===== src/rtl/dp_seq_pkg.sv =====
// Shared types and field constants for the datapath instruction sequencer.
package dp_seq_pkg;

  localparam int unsigned IW = 16;

  localparam int unsigned OP_MSB    = 15;
  localparam int unsigned OP_LSB    = 12;
  localparam int unsigned RD_MSB    = 11;
  localparam int unsigned RD_LSB    = 8;
  localparam int unsigned OPEXT_MSB = 7;
  localparam int unsigned OPEXT_LSB = 4;
  localparam int unsigned RS_MSB    = 3;
  localparam int unsigned RS_LSB    = 0;
  localparam int unsigned IMM_MSB   = 7;
  localparam int unsigned IMM_LSB   = 0;

  localparam logic [3:0] OP_RTYPE   = 4'h0;
  localparam logic [3:0] OP_ILLEGAL = 4'hF;
  localparam logic [3:0] OPEXT_NOP  = 4'h0;

  typedef enum logic [1:0] {StIdle, StDecode, StExecute, StRetire} state_e;

  typedef enum logic [1:0] {ClsNop, ClsCmp, ClsAluWr, ClsIllegal} instr_class_e;

  function automatic logic class_writes(instr_class_e cls);
    return cls == ClsAluWr;
  endfunction

  function automatic logic class_captures(instr_class_e cls);
    return (cls == ClsAluWr) || (cls == ClsCmp);
  endfunction

endpackage


===== src/rtl/dp_sequencer_if.sv =====
// Instruction handshake and datapath control bundle around the sequencer.
interface dp_sequencer_if;
  logic [15:0] instr;
  logic        instr_valid;
  logic        instr_ready;
  logic [4:0]  flags_in;
  logic [15:0] wEnable;
  logic [7:0]  opcode;
  logic [3:0]  Rdest_select;
  logic [3:0]  Rsrc_select;
  logic        Imm_select;
  logic [15:0] Imm_in;
  logic [4:0]  flags_q;
  logic        done;
  logic        err;

  // master: instruction source plus datapath; slave: the sequencer itself
  modport master (
    output instr, instr_valid, flags_in,
    input  instr_ready, wEnable, opcode, Rdest_select, Rsrc_select, Imm_select, Imm_in,
    input  flags_q, done, err
  );

  modport slave (
    input  instr, instr_valid, flags_in,
    output instr_ready, wEnable, opcode, Rdest_select, Rsrc_select, Imm_select, Imm_in,
    output flags_q, done, err
  );
endinterface


===== src/rtl/dp_instr_decode.sv =====
// Combinational decode of the registered instruction word into datapath controls.
module dp_instr_decode
  import dp_seq_pkg::*;
#(
  parameter logic [3:0]  CMP_CODE  = 4'hB,
  parameter logic [15:0] ZEXT_MASK = 16'h000E
) (
  input  logic [IW-1:0] ir,
  output logic [7:0]    opcode,
  output logic [3:0]    rdest,
  output logic [3:0]    rsrc,
  output logic          imm_select,
  output logic [15:0]   imm_in,
  output instr_class_e  instr_class
);

  logic [3:0] op;
  logic [3:0] opext;
  logic [7:0] imm8;

  assign op    = ir[OP_MSB:OP_LSB];
  assign opext = ir[OPEXT_MSB:OPEXT_LSB];
  assign imm8  = ir[IMM_MSB:IMM_LSB];

  always_comb begin
    opcode      = '0;
    rdest       = ir[RD_MSB:RD_LSB];
    rsrc        = '0;
    imm_select  = 1'b0;
    imm_in      = '0;
    instr_class = ClsNop;
    if (op == OP_RTYPE) begin
      opcode = {4'h0, opext};
      rsrc   = ir[RS_MSB:RS_LSB];
      if (opext == OPEXT_NOP)     instr_class = ClsNop;
      else if (opext == CMP_CODE) instr_class = ClsCmp;
      else                        instr_class = ClsAluWr;
    end else if (op == OP_ILLEGAL) begin
      // Illegal words drive no ALU operation; only rd passes through.
      instr_class = ClsIllegal;
    end else begin
      opcode      = {op, 4'h0};
      imm_select  = 1'b1;
      imm_in      = ZEXT_MASK[op] ? {8'h00, imm8} : {{8{imm8[7]}}, imm8};
      instr_class = (op == CMP_CODE) ? ClsCmp : ClsAluWr;
    end
  end

endmodule


===== src/rtl/dp_sequencer.sv =====
// Four-state instruction sequencer: accept, decode/settle, write+flag capture, retire.
module dp_sequencer
  import dp_seq_pkg::*;
#(
  parameter int unsigned WIDTH     = 16,
  parameter logic [3:0]  CMP_CODE  = 4'hB,
  parameter logic [15:0] ZEXT_MASK = 16'h000E
) (
  input logic          clk,
  input logic          reset,
  dp_sequencer_if.slave bus
);

  state_e             state_q;
  logic [WIDTH-1:0]   ir_q;
  logic               ready_q;
  logic [WIDTH-1:0]   wen_q;
  logic [4:0]         flags_q;
  logic               done_q;
  logic               err_q;

  logic [7:0]         opcode;
  logic [3:0]         rdest;
  logic [3:0]         rsrc;
  logic               imm_select;
  logic [15:0]        imm_in;
  instr_class_e       cls;

  dp_instr_decode #(
    .CMP_CODE  (CMP_CODE),
    .ZEXT_MASK (ZEXT_MASK)
  ) u_decode (
    .ir          (ir_q),
    .opcode      (opcode),
    .rdest       (rdest),
    .rsrc        (rsrc),
    .imm_select  (imm_select),
    .imm_in      (imm_in),
    .instr_class (cls)
  );

  always_ff @(posedge clk or negedge reset) begin
    if (!reset) begin
      state_q <= StIdle;
      ir_q    <= '0;
      ready_q <= 1'b0;
      wen_q   <= '0;
      flags_q <= '0;
      done_q  <= 1'b0;
      err_q   <= 1'b0;
    end else begin
      unique case (state_q)
        StIdle: begin
          // ready_q is held low through reset and rises on the first edge after it
          if (ready_q && bus.instr_valid) begin
            ir_q    <= bus.instr;
            ready_q <= 1'b0;
            state_q <= StDecode;
          end else begin
            ready_q <= 1'b1;
          end
        end
        StDecode: begin
          if (class_writes(cls)) wen_q <= WIDTH'(1) << rdest;
          state_q <= StExecute;
        end
        StExecute: begin
          wen_q <= '0;
          if (class_captures(cls)) flags_q <= bus.flags_in;
          done_q  <= 1'b1;
          err_q   <= (cls == ClsIllegal);
          state_q <= StRetire;
        end
        StRetire: begin
          done_q  <= 1'b0;
          err_q   <= 1'b0;
          ready_q <= 1'b1;
          state_q <= StIdle;
        end
        default: state_q <= StIdle;
      endcase
    end
  end

  assign bus.instr_ready  = ready_q;
  assign bus.wEnable      = wen_q;
  assign bus.opcode       = opcode;
  assign bus.Rdest_select = rdest;
  assign bus.Rsrc_select  = rsrc;
  assign bus.Imm_select   = imm_select;
  assign bus.Imm_in       = imm_in;
  assign bus.flags_q      = flags_q;
  assign bus.done         = done_q;
  assign bus.err          = err_q;

endmodule


===== src/flat_wrapper.sv =====
// flat-port wrapper written by rule: the top's interface ports become plain ports
module dp_sequencer_flat import dp_seq_pkg::*;
#(
  parameter int unsigned WIDTH     = 16,
  parameter logic [3:0]  CMP_CODE  = 4'hB,
  parameter logic [15:0] ZEXT_MASK = 16'h000E
)
  (clk, reset, bus_instr, bus_instr_valid, bus_flags_in, bus_instr_ready, bus_wEnable, bus_opcode, bus_Rdest_select, bus_Rsrc_select, bus_Imm_select, bus_Imm_in, bus_flags_q, bus_done, bus_err);
  dp_sequencer_if bus_i ();
  input logic clk;
  input logic reset;
  input wire logic [$bits(bus_i.instr)-1:0] bus_instr;
  input wire logic [$bits(bus_i.instr_valid)-1:0] bus_instr_valid;
  input wire logic [$bits(bus_i.flags_in)-1:0] bus_flags_in;
  output wire logic [$bits(bus_i.instr_ready)-1:0] bus_instr_ready;
  output wire logic [$bits(bus_i.wEnable)-1:0] bus_wEnable;
  output wire logic [$bits(bus_i.opcode)-1:0] bus_opcode;
  output wire logic [$bits(bus_i.Rdest_select)-1:0] bus_Rdest_select;
  output wire logic [$bits(bus_i.Rsrc_select)-1:0] bus_Rsrc_select;
  output wire logic [$bits(bus_i.Imm_select)-1:0] bus_Imm_select;
  output wire logic [$bits(bus_i.Imm_in)-1:0] bus_Imm_in;
  output wire logic [$bits(bus_i.flags_q)-1:0] bus_flags_q;
  output wire logic [$bits(bus_i.done)-1:0] bus_done;
  output wire logic [$bits(bus_i.err)-1:0] bus_err;
  assign bus_i.instr = bus_instr;
  assign bus_i.instr_valid = bus_instr_valid;
  assign bus_i.flags_in = bus_flags_in;
  assign bus_instr_ready = bus_i.instr_ready;
  assign bus_wEnable = bus_i.wEnable;
  assign bus_opcode = bus_i.opcode;
  assign bus_Rdest_select = bus_i.Rdest_select;
  assign bus_Rsrc_select = bus_i.Rsrc_select;
  assign bus_Imm_select = bus_i.Imm_select;
  assign bus_Imm_in = bus_i.Imm_in;
  assign bus_flags_q = bus_i.flags_q;
  assign bus_done = bus_i.done;
  assign bus_err = bus_i.err;
  dp_sequencer #(.WIDTH(WIDTH), .CMP_CODE(CMP_CODE), .ZEXT_MASK(ZEXT_MASK)) u_core (.clk(clk), .reset(reset), .bus(bus_i));
endmodule

===== config.mk =====
export PLATFORM = sky130hd
export DESIGN_NAME = dp_sequencer_flat
export DESIGN_NICKNAME = d
export VERILOG_FILES = /design/src/rtl/dp_seq_pkg.sv /design/src/rtl/dp_sequencer_if.sv /design/src/rtl/dp_instr_decode.sv /design/src/rtl/dp_sequencer.sv /design/src/flat_wrapper.sv
export SDC_FILE = /design/constraint.sdc
export NUM_CORES = 1
export LEC_CHECK = 0
export CORE_MARGIN = 2
export CORE_UTILIZATION = 43
export DETAILED_ROUTE_END_ITERATION = 12
export MAX_ROUTING_LAYER = met4
export PLACE_DENSITY = 0.92
export REMOVE_ABC_BUFFERS = 1
export SLEW_MARGIN = 20
export SYNTH_ARGS = -nofsm -noshare
export SYNTH_HDL_FRONTEND = slang
export SYNTH_SLANG_ARGS = --single-unit

===== constraint.sdc =====
create_clock -name clk -period 3.1 [get_ports clk]
set_clock_uncertainty 0.15 [all_clocks]
set_input_delay 0.62 -clock clk [delete_from_list [all_inputs] [get_ports clk]]
set_output_delay 0.62 -clock clk [all_outputs]
set_load 0.005 [all_outputs]

==> results of run 1 <==
[routing by layer]
| metal | vias up | track usage | share of wire |
|---|---|---|---|
| met5 | - | - | 0 |
| met1 | 740 | 0.216 | 0.41 |
| met2 | 49 | 0.297 | 0.52 |
| met3 | 7 | 0.0389 | 0.050 |
| li1 | 726 | - | - |
| met4 | 0 | 0.0608 | 0.014 |
[state kept, by name, summed over array words and instances (netlist names)]
register,cells
u_core.bus.flags_q,5
u_core.bus.instr_ready,1
u_core.bus.wEnable,16
u_core.bus.err,1
u_core.state_q,2
u_core.ir_q,16
u_core.bus.done,1
[cell usage in the layout (no fill, tap or decap), types with 2 or more instances in the layout]
cell type         n
clkdlybuf4s50_1  79
dfrtp_1          42
mux2_2           22
and2_1           21
nand2_1          12
nor2_1            8
o21ai_0           7
a22o_1            6
ha_1              5
clkbuf_8          5
nand3_1           3
inv_1             3
nand2b_1          3
nor2b_1           3
nor3_1            2
mux2i_1           2
or3_1             2
o31ai_1           2
a32o_1            2
bufinv_16         2
[stage by stage]
stage | worst slack (ps) | hold WS [ps] | std cells
after CTS | 142 | 333 | 296
after detailed placement | 386 | 326 | 288
after global placement | 455 | 310 | 288
after floorplan | 549 | 174 | 155
final | 178 | 309 | 296
after global routing | 28.5 | 369 | 296
[final cells by class]
class	count	area [um^2]	share of cell area
repair buffers	81	803	0.278
clock buffers	5	68.8	0.0238
inverters	4	15.0	0.00519
clock inverters	3	68.8	0.0238
well taps	52	65.1	0.0225
flip-flops and latches	42	1050	0.363
multi-input cells	109	822	0.284
[power groups by stage]
stage | Combinational (W) | Clock, W | Sequential [W]
finish | 0.00143 | 0.000506 | 0.000986
floorplan | 0.000646 | 0 | 0.000951
CTS | 0.00144 | 0.000516 | 0.000989
global placement | 0.00139 | 0 | 0.000979
detailed placement | 0.00143 | 0 | 0.000997
global route | 0.00155 | 0.000543 | 0.00102
[cells by family after synthesis]
family / count (synthesis) / synth area share
DFF: 42 / 0.527
AOI/OAI and AO/OA: 21 / 0.0766
buffers and inverters: 20 / 0.0603
muxes: 24 / 0.134
and+or+nand+nor: 59 / 0.170
adders and majority gates: 5 / 0.0314
[worst min-delay path by stage]
stage	from	to	slack, ps	depth (start not counted)
final	reset	u_core.bus.flags_q[3]$_DFFE_PN0P_	310	1
after global routing	u_core.bus.wEnable[4]$_DFFE_PN0P_	u_core.bus.wEnable[4]$_DFFE_PN0P_	370	2
after global placement	u_core.bus.wEnable[1]$_DFFE_PN0P_	u_core.bus.wEnable[1]$_DFFE_PN0P_	310	2
after floorplan	reset	u_core.bus.done$_DFFE_PN0P_	170	0
after CTS	reset	u_core.bus.wEnable[14]$_DFFE_PN0P_	330	1
after detailed placement	u_core.bus.wEnable[3]$_DFFE_PN0P_	u_core.bus.wEnable[3]$_DFFE_PN0P_	330	2
[critical path: cells and delay by family, from the launching register on]
kind / cells / cell delay, ps
buf+inv: 1 / 450
flops: 1 / 460
simple gates: 3 / 960
==> results.md, run 1 <==
- Data arrival, critical path: about 2200 ps
- Status: complete, no violations
- Max Freq: 342 MHz
- Area contributors post-synth: dfrtp_1, mux2_2, and2_1
- Die area: 5200 um^2
- Setup TNS: 0 ps
- Vias in the first global route: 1,475
- Crit Reg-Reg Startpoint: u_core.ir_q[13]$_DFFE_PN0P_
- Number of synthesized flops with an enable pin: 0
- Fin. Hold Viols: 0
- Post-synthesis sequential area ratio: 0.527
- Nets: 272
- Detailed Route Iter0 Violations: 70
- CTS tree: built
- FF-to-FF setup slack: 330 ps
- Hold WC Path Type: input port to asynchronous set/reset pin
- Gpl congestion: about 0.75
- Overall power: roughly 0.0029 W
- Reg clk slew, reported paths: 80 ps
- Post-CTS sizing: 0
- Combinational Power Share: 0.489
- H-tree depth: 2
- Psw: 0.000938 W
- Fin crit share: 0.943
- Pin count of the biggest net entering global routing: 43
- Ys async rst share: 1.00
- Top-count cell post-synth: dfrtp_1
- Max cap viols: 0
- Fraction of layout cells with a size suffix above 1: 0.148
- Synthesized flop and latch total: 42
- P_int: 0.00198 W
- Switching fraction of total power: 0.321
- Min Tclk post-route: just under 3000 ps
- WL/cell: between 10 and 15 um
- CP Capture Point: bus_Imm_in[0]
- Tot GR Track Use: 0.179
- Clock Power Share: 0.173
- First-pass GRT wire length: 7070 um
- Max Buffers Root-to-Sink: 2
- Unrepaired setup endpoints after global routing: false
- PortBufs: 80
- Synth Instances: 171
- # DRC: 0
- Num rows: 24
- Worst Setup Start Kind: flip-flop
- Area share of the leading cell type in the synthesized netlist: 0.527
- CTS Root Cell: clkbuf_8
- Worst-path maximum fanout: 10
- Final setup vio count: 0
- Crit path max-delay cell type: nor4_4
- P&R area growth vs syn: 45.2%
- Post-route ant nets: 0
- Antenna cells: 0
- Relative slew slack: 0.389
- Worst vdd ir: between 600 and 700 uV
- # IOs: ~80
- Total CTS buffers: 5
- Crit. End Element: primary output
- Crit-path cells: nor4_4 > nor2_1 > and2_1 > clkdlybuf4s50_1
- Setup CP Type: flip-flop to primary output
- Slowest stage delay, CP: about 520 ps
- Leak pwr: 1.22 nW
- Cell variety after synth: 31
- Slew Viols, Final: 0
- Top post-synthesis cells by count: dfrtp_1, mux2_2, and2_1
- Post-CTS Hold Fix Bufs: 0
- Post-synth top flop: dfrtp_1
- Required @ worst endpoint: 2330 ps
- Crit Reg-Reg Endpoint: u_core.bus.flags_q[0]$_DFFE_PN0P_
- Drt first pass iters: 4
- Via-to-Cell Ratio: 5.14
- Die X-Extent: 72.1 um
- Utilization after layout: 0.656
- Total Wirelength: approximately 4400 um
- Dpl cell area: ~2800 um^2
- Syn Area/Cell: 11.7 um^2
- Fillers: approximately 340
- Yosys Warn Count: 0
- Initial Utilization: 0.452
- Core area: 4410 um^2
- Synth area leader: dfrtp_1
- Hpwl dp: 3260 um
- Initial antenna violation count: 0
- Grt total ovfl: 0
- Vias: 1,522
- Clock sink total: 42
- Mapped Area: 1990 um^2
- Post-CTS Setup Inserts: 0
- Reg2Reg Depth: 6
- Clock Latency Late Sink: 290 ps
- Reg power frac: 0.338
- Worst slew pin tran: 917 ps
- Chip height: 72.1 um
- PD cells: 1010 nW/um^2
- Post-route cell area: between 2000 and 3000 um^2
- Crit path launch: u_core.ir_q[13]$_DFFE_PN0P_
No activity file was read; power rests on OpenSTA's default activity.
==> inputs of run 2 (changes only) <==
--- a/config.mk
+++ b/config.mk
@@ -6,7 +6,7 @@
 export NUM_CORES = 1
 export LEC_CHECK = 0
 export CORE_MARGIN = 2
-export CORE_UTILIZATION = 43
+export CORE_UTILIZATION = 44
 export DETAILED_ROUTE_END_ITERATION = 12
 export MAX_ROUTING_LAYER = met4
 export PLACE_DENSITY = 0.92
@@ -14,4 +14,5 @@
 export SLEW_MARGIN = 20
 export SYNTH_ARGS = -nofsm -noshare
 export SYNTH_HDL_FRONTEND = slang
+export SYNTH_HIERARCHICAL = 1
 export SYNTH_SLANG_ARGS = --single-unit
==> run 2 against run 1 <==
  * Clock-buffer cell count unchanged
  * Critical path depth did not move
  * Non-clock buffer count rose by 1
  * Combinational power rose by 12%
  * Via count shrank 0.26%
==> results.md, run 2 <==
- Final setup vio count: 0 (unchanged)
- Clock sink total: 42 (unchanged)
- Ys async rst share: 1.00 (unchanged)
- Most common cell after layout, fill and taps aside: clkdlybuf4s50_1
- Worst Setup Start Kind: flip-flop
- CTS Root Cell: clkbuf_8
- Total Wirelength: 4600 um (+5.6%)
- # DRC: 0 (unchanged)
- Dpl cell area: 2850 um^2 (+3.2%)
- Non-Filler Instances: 292 (-1.4%)
- P&R area growth vs syn: 40.6%
- Initial Utilization: 0.451 (-0.000597)
- Crit. path cell count: 4 (unchanged)
- Pin count of the biggest net entering global routing: 43 (unchanged)
- Slowest stage delay, CP: 600 ps (+80 ps)
- Dpl ws: 384 ps (-1.95 ps)
- Relative slew slack: 0.394 (+0.00518)
- Mapped Area: 2120 um^2 (+6.2%)
- Detailed Route Iter0 Violations: 99 (+41%)
- Max Freq: 357 MHz (+4.3%)
- Worst-path maximum fanout: 8 (-2)
- Initial antenna violation count: 0 (unchanged)
- FF-to-FF setup slack: 410 ps (+80 ps)
- Synth Instances: 165 (-3.5%)
- Post-CTS Setup Inserts: 0 (unchanged)
- Post-route ant nets: 0 (unchanged)
- Hpwl dp: 3380 um (+3.6%)
- Top post-synthesis cells by count: dfrtp_1, a32o_1, mux2_2
- Number of synthesized flops with an enable pin: 0 (unchanged)
- Nets: 267 (-1.8%)
- Drt first pass iters: 4 (unchanged)
- Setup TNS: 0 ps (unchanged)
- Buf+Inv Stages, Crit Path: 1 (unchanged)
- Post-synth top flop: dfrtp_1
- Max Buffers Root-to-Sink: 2 (unchanged)
- Gpl congestion: 0.770 (+2.2%)
- Crit. End Element: primary output
- Post-route cell area: 2970 um^2 (+2.8%)
- Synth area leader: dfrtp_1
- Most frequent cells in the layout: clkdlybuf4s50_1, dfrtp_1, a32o_1, mux2_2
- Area share of the leading cell type in the synthesized netlist: 0.497 (-0.0306)
- Syn Area/Cell: 12.8 um^2 (+10%)
- Reg clk slew, reported paths: 90 ps (about the same)
- Area contributors post-synth: dfrtp_1, a32o_1, mux2_4
- Num rows: 25 (+4.2%)
- Post-synthesis sequential area ratio: 0.497 (-0.0306)
- Vias: 1,518 (-0.26%)
- Crit path max-delay cell type: clkdlybuf4s50_1
- Antenna cells: 0 (unchanged)
- CTS tree: built
- Core area: 4690 um^2 (+6.3%)
- # IOs: 81 (unchanged)
- Die X-Extent: 73.3 um (+1.8%)
- Data arrival, critical path: 2030 ps (-120 ps)
- Fin crit share: 0.904 (-0.0386)
- Placed Cells: 282 (-2.1%)
- Crit-path cells: nand4_1 > nand2_1 > nor2_1 > clkdlybuf4s50_1
- Utilization after layout: 0.634 (-0.0217)
- Via-to-Cell Ratio: 5.20 (+1.1%)
- Unrepaired setup endpoints after global routing: false
- Min Tclk post-route: 2800 ps (-120 ps)
- Post-CTS sizing: 0 (unchanged)
- Worst slew pin tran: 909 ps (-7.78 ps)
- Fin. Hold Viols: 0 (unchanged)
- Top-count cell post-synth: dfrtp_1
- Hold WC Path Type: input port to asynchronous set/reset pin
- Max cap viols: 0 (unchanged)
- Die area: 5380 um^2 (+3.5%)
- Total CTS buffers: 5 (unchanged)
- PD cells: 1010 nW/um^2 (+0.54%)
- Tot GR Track Use: 0.187 (+0.00855)
- Cell variety after synth: 32 (+3.2%)
- Chip height: 73.3 um (+1.8%)
- Status: complete, no violations
- PortBufs: 80 (unchanged)
- WL/cell: 15.7 um (+7.1%)
- H-tree depth: 2 (unchanged)
- Slew Viols, Final: 0 (unchanged)
- Required @ worst endpoint: 2330 ps (about the same)
- CP delay by family, top: simple AND/OR/NAND/NOR gates
- Yosys Warn Count: 6 (+6)
- Reg2Reg Depth: 9 (+3)
- Post-CTS Hold Fix Bufs: 0 (unchanged)
- Setup CP Type: flip-flop to primary output
- Grt total ovfl: 0 (unchanged)
- Fraction of layout cells with a size suffix above 1: 0.202 (+0.0541)
- Final setup margin: 298 ps (+120 ps)
- Worst vdd ir: 605 uV (-5.6%)
- Vias in the first global route: 1,483 (+0.54%)
- Leak pwr: 1.30 nW (+6.8%)
- First-pass GRT wire length: 7460 um (+5.6%)
- Clock Latency Late Sink: 290 ps (about the same)
- Synthesized flop and latch total: 42 (unchanged)
[run 2: changes by cell type in the layout (fill, tap and decap cells not counted), sizes merged, moves of 3 or more]
cell / before / now
nand2b: 3 / 0
and2: 21 / 18
nor2: 8 / 11
o21ai: 7 / 0
a32o: 2 / 16
a22o: 6 / 0
nand2: 12 / 4
[run 2: kinds of logic (layout without fill, tap and decap cells)]
logic type / Yosys count / count (layout) / synth area share
mux: 24 / 24 / 0.150
compound gates: 23 / 23 / 0.0988
flops: 42 / 42 / 0.497
buf+inv: 23 / 96 / 0.0739
fa+ha+maj: 6 / 6 / 0.0355
simple gates: 47 / 47 / 0.145
[run 2: area by class of cell]
type | count | area (um^2)
fillers | 381 | 1720
flip-flops and latches | 42 | 1050
multi-input cells | 100 | 908
repair buffers | 82 | 811
clock buffers | 5 | 68.8
well taps | 54 | 67.6
clock inverters | 3 | 45.0
inverters | 6 | 22.5
[run 2: layer usage]
metal	track usage	wire, um	share of wire	up-vias
li1	-	-	-	721
met1	0.238	1950	0.43	760
met2	0.306	2450	0.53	32
met3	0.0370	162	0.035	5
met4	0.0525	31	0.0067	0
met5	-	0	0	-
[run 2: final timing paths]
| path | startpoint | endpoint |
|---|---|---|
| hold reg to reg | u_core/bus.wEnable[3]$_DFFE_PN0P_ | u_core/bus.wEnable[3]$_DFFE_PN0P_ |
| hold / removal | reset | u_core/bus.wEnable[3]$_DFFE_PN0P_ |
| max in group asynchronous | reset | u_core/state_q[1]$_DFFE_PN0P_ |
| setup / recovery | u_core/ir_q[15]$_DFFE_PN0P_ | bus_Imm_in[9] |
| setup reg to reg | u_core/ir_q[14]$_DFFE_PN0P_ | u_core/bus.flags_q[3]$_DFFE_PN0P_ |
| min in group clk | u_core/bus.wEnable[3]$_DFFE_PN0P_ | u_core/bus.wEnable[3]$_DFFE_PN0P_ |
[run 2: through the flow]
stage,hold WS (ps),total power (W)
finish,302,0.00302
global route,375,0.00322
CTS,338,0.00303
detailed placement,331,0.00259
global placement,325,0.00254
floorplan,174,0.00175
[run 2: power by group]
group / internal [W] / leakage, nW / switching [W]
Sequential: 0.000762 / 0.530 / 0.000224
Clock: 0.000240 / 0.0504 / 0.000193
Combinational: 0.000984 / 0.719 / 0.000614
==> inputs of run 3 (changes only) <==
--- a/config.mk
+++ b/config.mk
@@ -6,10 +6,10 @@
 export NUM_CORES = 1
 export LEC_CHECK = 0
 export CORE_MARGIN = 2
-export CORE_UTILIZATION = 44
+export CORE_UTILIZATION = 40
 export DETAILED_ROUTE_END_ITERATION = 12
 export MAX_ROUTING_LAYER = met4
-export PLACE_DENSITY = 0.92
+export PLACE_DENSITY = 0.89
 export REMOVE_ABC_BUFFERS = 1
 export SLEW_MARGIN = 20
 export SYNTH_ARGS = -nofsm -noshare
==> constraint.sdc (replaced) <==
create_clock -name clk -period 2.3 [get_ports clk]
set_clock_uncertainty 0.15 [all_clocks]
set_input_delay 0.46 -clock clk [delete_from_list [all_inputs] [get_ports clk]]
set_output_delay 0.46 -clock clk [all_outputs]
set_load 0.005 [all_outputs]
==> run 3 against run 2 <==
  * Register-to-register slack got worse by 490 ps
  * Total power rose by 41%
  * Final cell count rose by 14%
  * Global-route usage fell by 0.50 points
  * Utilization fell by 1.7 points
  * Flip-flop and latch count did not move
  * Hold slack improved by 38 ps
  * Critical path depth rose by 4
  * Clock-buffer cell count rose by 2
  * Combinational power rose by 56%
  * Non-clock buffer count rose by 24
  * The run now ends with negative setup slack left
==> results.md, run 3 (synthesized netlist as in run 2, its figures left out) <==
- Unrepaired setup endpoints after global routing: true
- Required @ worst endpoint: 2320 ps (about the same)
- Via-to-Cell Ratio: 4.90 (-5.8%)
- Worst-path maximum fanout: 5 (-3)
- Relative slew slack: 0.561 (+0.167)
- Max cap viols: 0 (unchanged)
- Clock Latency Late Sink: 290 ps (about the same)
- Non-Filler Instances: 332 (+14%)
- Utilization after layout: 0.617 (-0.0165)
- Die X-Extent: 76.7 um (+4.6%)
- Worst hold start: u_core/bus.wEnable[1]$_DFFE_PN0P_
- Status: finished with violations
- Antenna cells: 0 (unchanged)
- WHS Endpoint: u_core/bus.wEnable[1]$_DFFE_PN0P_
- Dpl ws: -27.5 ps (-412 ps)
- WL/cell: 15.2 um (-3.1%)
- Detailed Route Iter0 Violations: 86 (-13%)
- Core area: 5110 um^2 (+8.9%)
- Min-Delay Path Depth: 1
- Most common cell after layout, fill and taps aside: clkdlybuf4s50_1
- Post-route ant nets: 0 (unchanged)
- Most frequent cells in the layout: clkdlybuf4s50_1, dfrtp_1, buf_4, clkbuf_2, a32o_1
- Data arrival, critical path: 2390 ps (+360 ps)
- Vias: 1,626 (+7.1%)
- Final setup vio count: 5 (+5)
- Hpwl dp: 3680 um (+9.0%)
- Failing checks: negative setup slack
- FF-to-FF setup slack: -80 ps (-490 ps)
- PD cells: 1340 nW/um^2 (+33%)
- H-tree depth: 2 (unchanged)
- Reg2Reg Depth: 8 (-1)
- Max Freq: 421 MHz
- P&R area growth vs syn: 49.0%
- CTS tree: built
- Fraction of layout cells with a size suffix above 1: 0.355 (+0.153)
- Slew Viols, Final: 0 (unchanged)
- Nets: 291 (+9.0%)
- Leak pwr: 1.47 nW (+14%)
- Final setup margin: -75.3 ps (-373 ps)
- CTS Root Cell: clkbuf_8
- Fin. Hold Viols: 0 (unchanged)
- # IOs: 81 (unchanged)
- Num rows: 26 (+4.0%)
- Fin crit share: 1.03
- PortBufs: 80 (unchanged)
- Grt total ovfl: 0 (unchanged)
- Total CTS buffers: 5 (unchanged)
- Chip height: 76.7 um (+4.6%)
- Clock sink total: 42 (unchanged)
- Setup CP Type: flip-flop to flip-flop
- Gpl congestion: 0.797 (+3.5%)
- Crit Reg-Reg Endpoint: u_core/bus.flags_q[0]$_DFFE_PN0P_
- Initial antenna violation count: 0 (unchanged)
- Tot GR Track Use: 0.182 (-0.00501)
- Initial Utilization: 0.414 (-0.0367)
- Drt first pass iters: 4 (unchanged)
- Worst Setup Start Kind: flip-flop
- Worst vdd ir: 679 uV (+12%)
- Vias in the first global route: 1,610 (+8.6%)
- Max Buffers Root-to-Sink: 2 (unchanged)
- First-pass GRT wire length: 8360 um (+12%)
- Worst slew pin tran: 657 ps (-252 ps)
- Total Wirelength: 5060 um (+10%)
- Hold WC Path Type: flip-flop to flip-flop
- # DRC: 0 (unchanged)
- Die area: 5890 um^2 (+9.4%)
- Crit. End Element: flip-flop
- Reg clk slew, reported paths: 80 ps (about the same)
- Min Tclk post-route: approximately 2400 ps
- Pin count of the biggest net entering global routing: 24 (-44%)
- Placed Cells: 310 (+9.9%)
- Crit Reg-Reg Startpoint: u_core/ir_q[14]$_DFFE_PN0P_
==> run 3: report_power, final <==
part	internal, W	switching, W
clock network	0.000242	0.000232
logic	0.00148	0.00102
registers	0.00103	0.000243
total	0.00275	0.00149
==> run 3: what timing repair did <==
action                                 in CTS  in global routing
setup endpoints to repair                  30                 45
pin swaps                                   5                  4
resized for setup                          46                 41
hold buffers                                1                  0
endpoints found under the hold margin      19                  0
buffers inserted                            7                  6
==> run 3: worst max-delay path, cell delays in order (launching register included) <==
cell     delay, ps
dfrtp_2        450
nor4_4         330
buf_4          170
nand2_4         50
o31ai_4        210
inv_2           70
ha_4           200
and2b_4        300
mux2_4         310
==> run 3: cell type report <==
type	instances	area [um^2]
inverter	6	22.5
sequential	42	1050
multi-input combinational	100	971
tap	70	87.6
timing repair buffer	106	928
clock buffer	7	86.3
fill	408	1950
clock inverter	1	5.00
==> run 3: metrics by stage <==
step                hold slack (ps)  cell area (um^2)  setup TNS [ps]  total power [W]
global placement                280              2970           -54.7          0.00362
floorplan                      14.4              1980            -741          0.00235
global route                    359              3150           -1120          0.00453
finish                          340              3150            -362          0.00424
detailed placement              285              2970            -131          0.00370
CTS                             348              3140            -447          0.00419
==> run 3: routing by layer <==
layer | vias up | share of wire | global-route usage | wire, um
li1 | 763 | - | - | -
met1 | 815 | 0.43 | 0.223 | 2160
met2 | 38 | 0.52 | 0.305 | 2650
met3 | 10 | 0.036 | 0.0435 | 181
met4 | 0 | 0.013 | 0.0455 | 67
met5 | - | 0 | - | 0
==> run 3: worst max path at each step <==
stage | from | end | slack (ps)
after CTS | u_core/ir_q[14]$_DFFE_PN0P_ | u_core/bus.flags_q[0]$_DFFE_PN0P_ | -80
final | u_core/ir_q[14]$_DFFE_PN0P_ | u_core/bus.flags_q[0]$_DFFE_PN0P_ | -80
after detailed placement | u_core/ir_q[12]$_DFFE_PN0P_ | u_core/bus.flags_q[0]$_DFFE_PN0P_ | -30
after global routing | u_core/ir_q[14]$_DFFE_PN0P_ | u_core/bus.flags_q[4]$_DFFE_PN0P_ | -150
after floorplan | u_core/ir_q[12]$_DFFE_PN0P_ | u_core/bus.flags_q[0]$_DFFE_PN0P_ | -130
after global placement | u_core/ir_q[12]$_DFFE_PN0P_ | u_core/bus.flags_q[2]$_DFFE_PN0P_ | -10
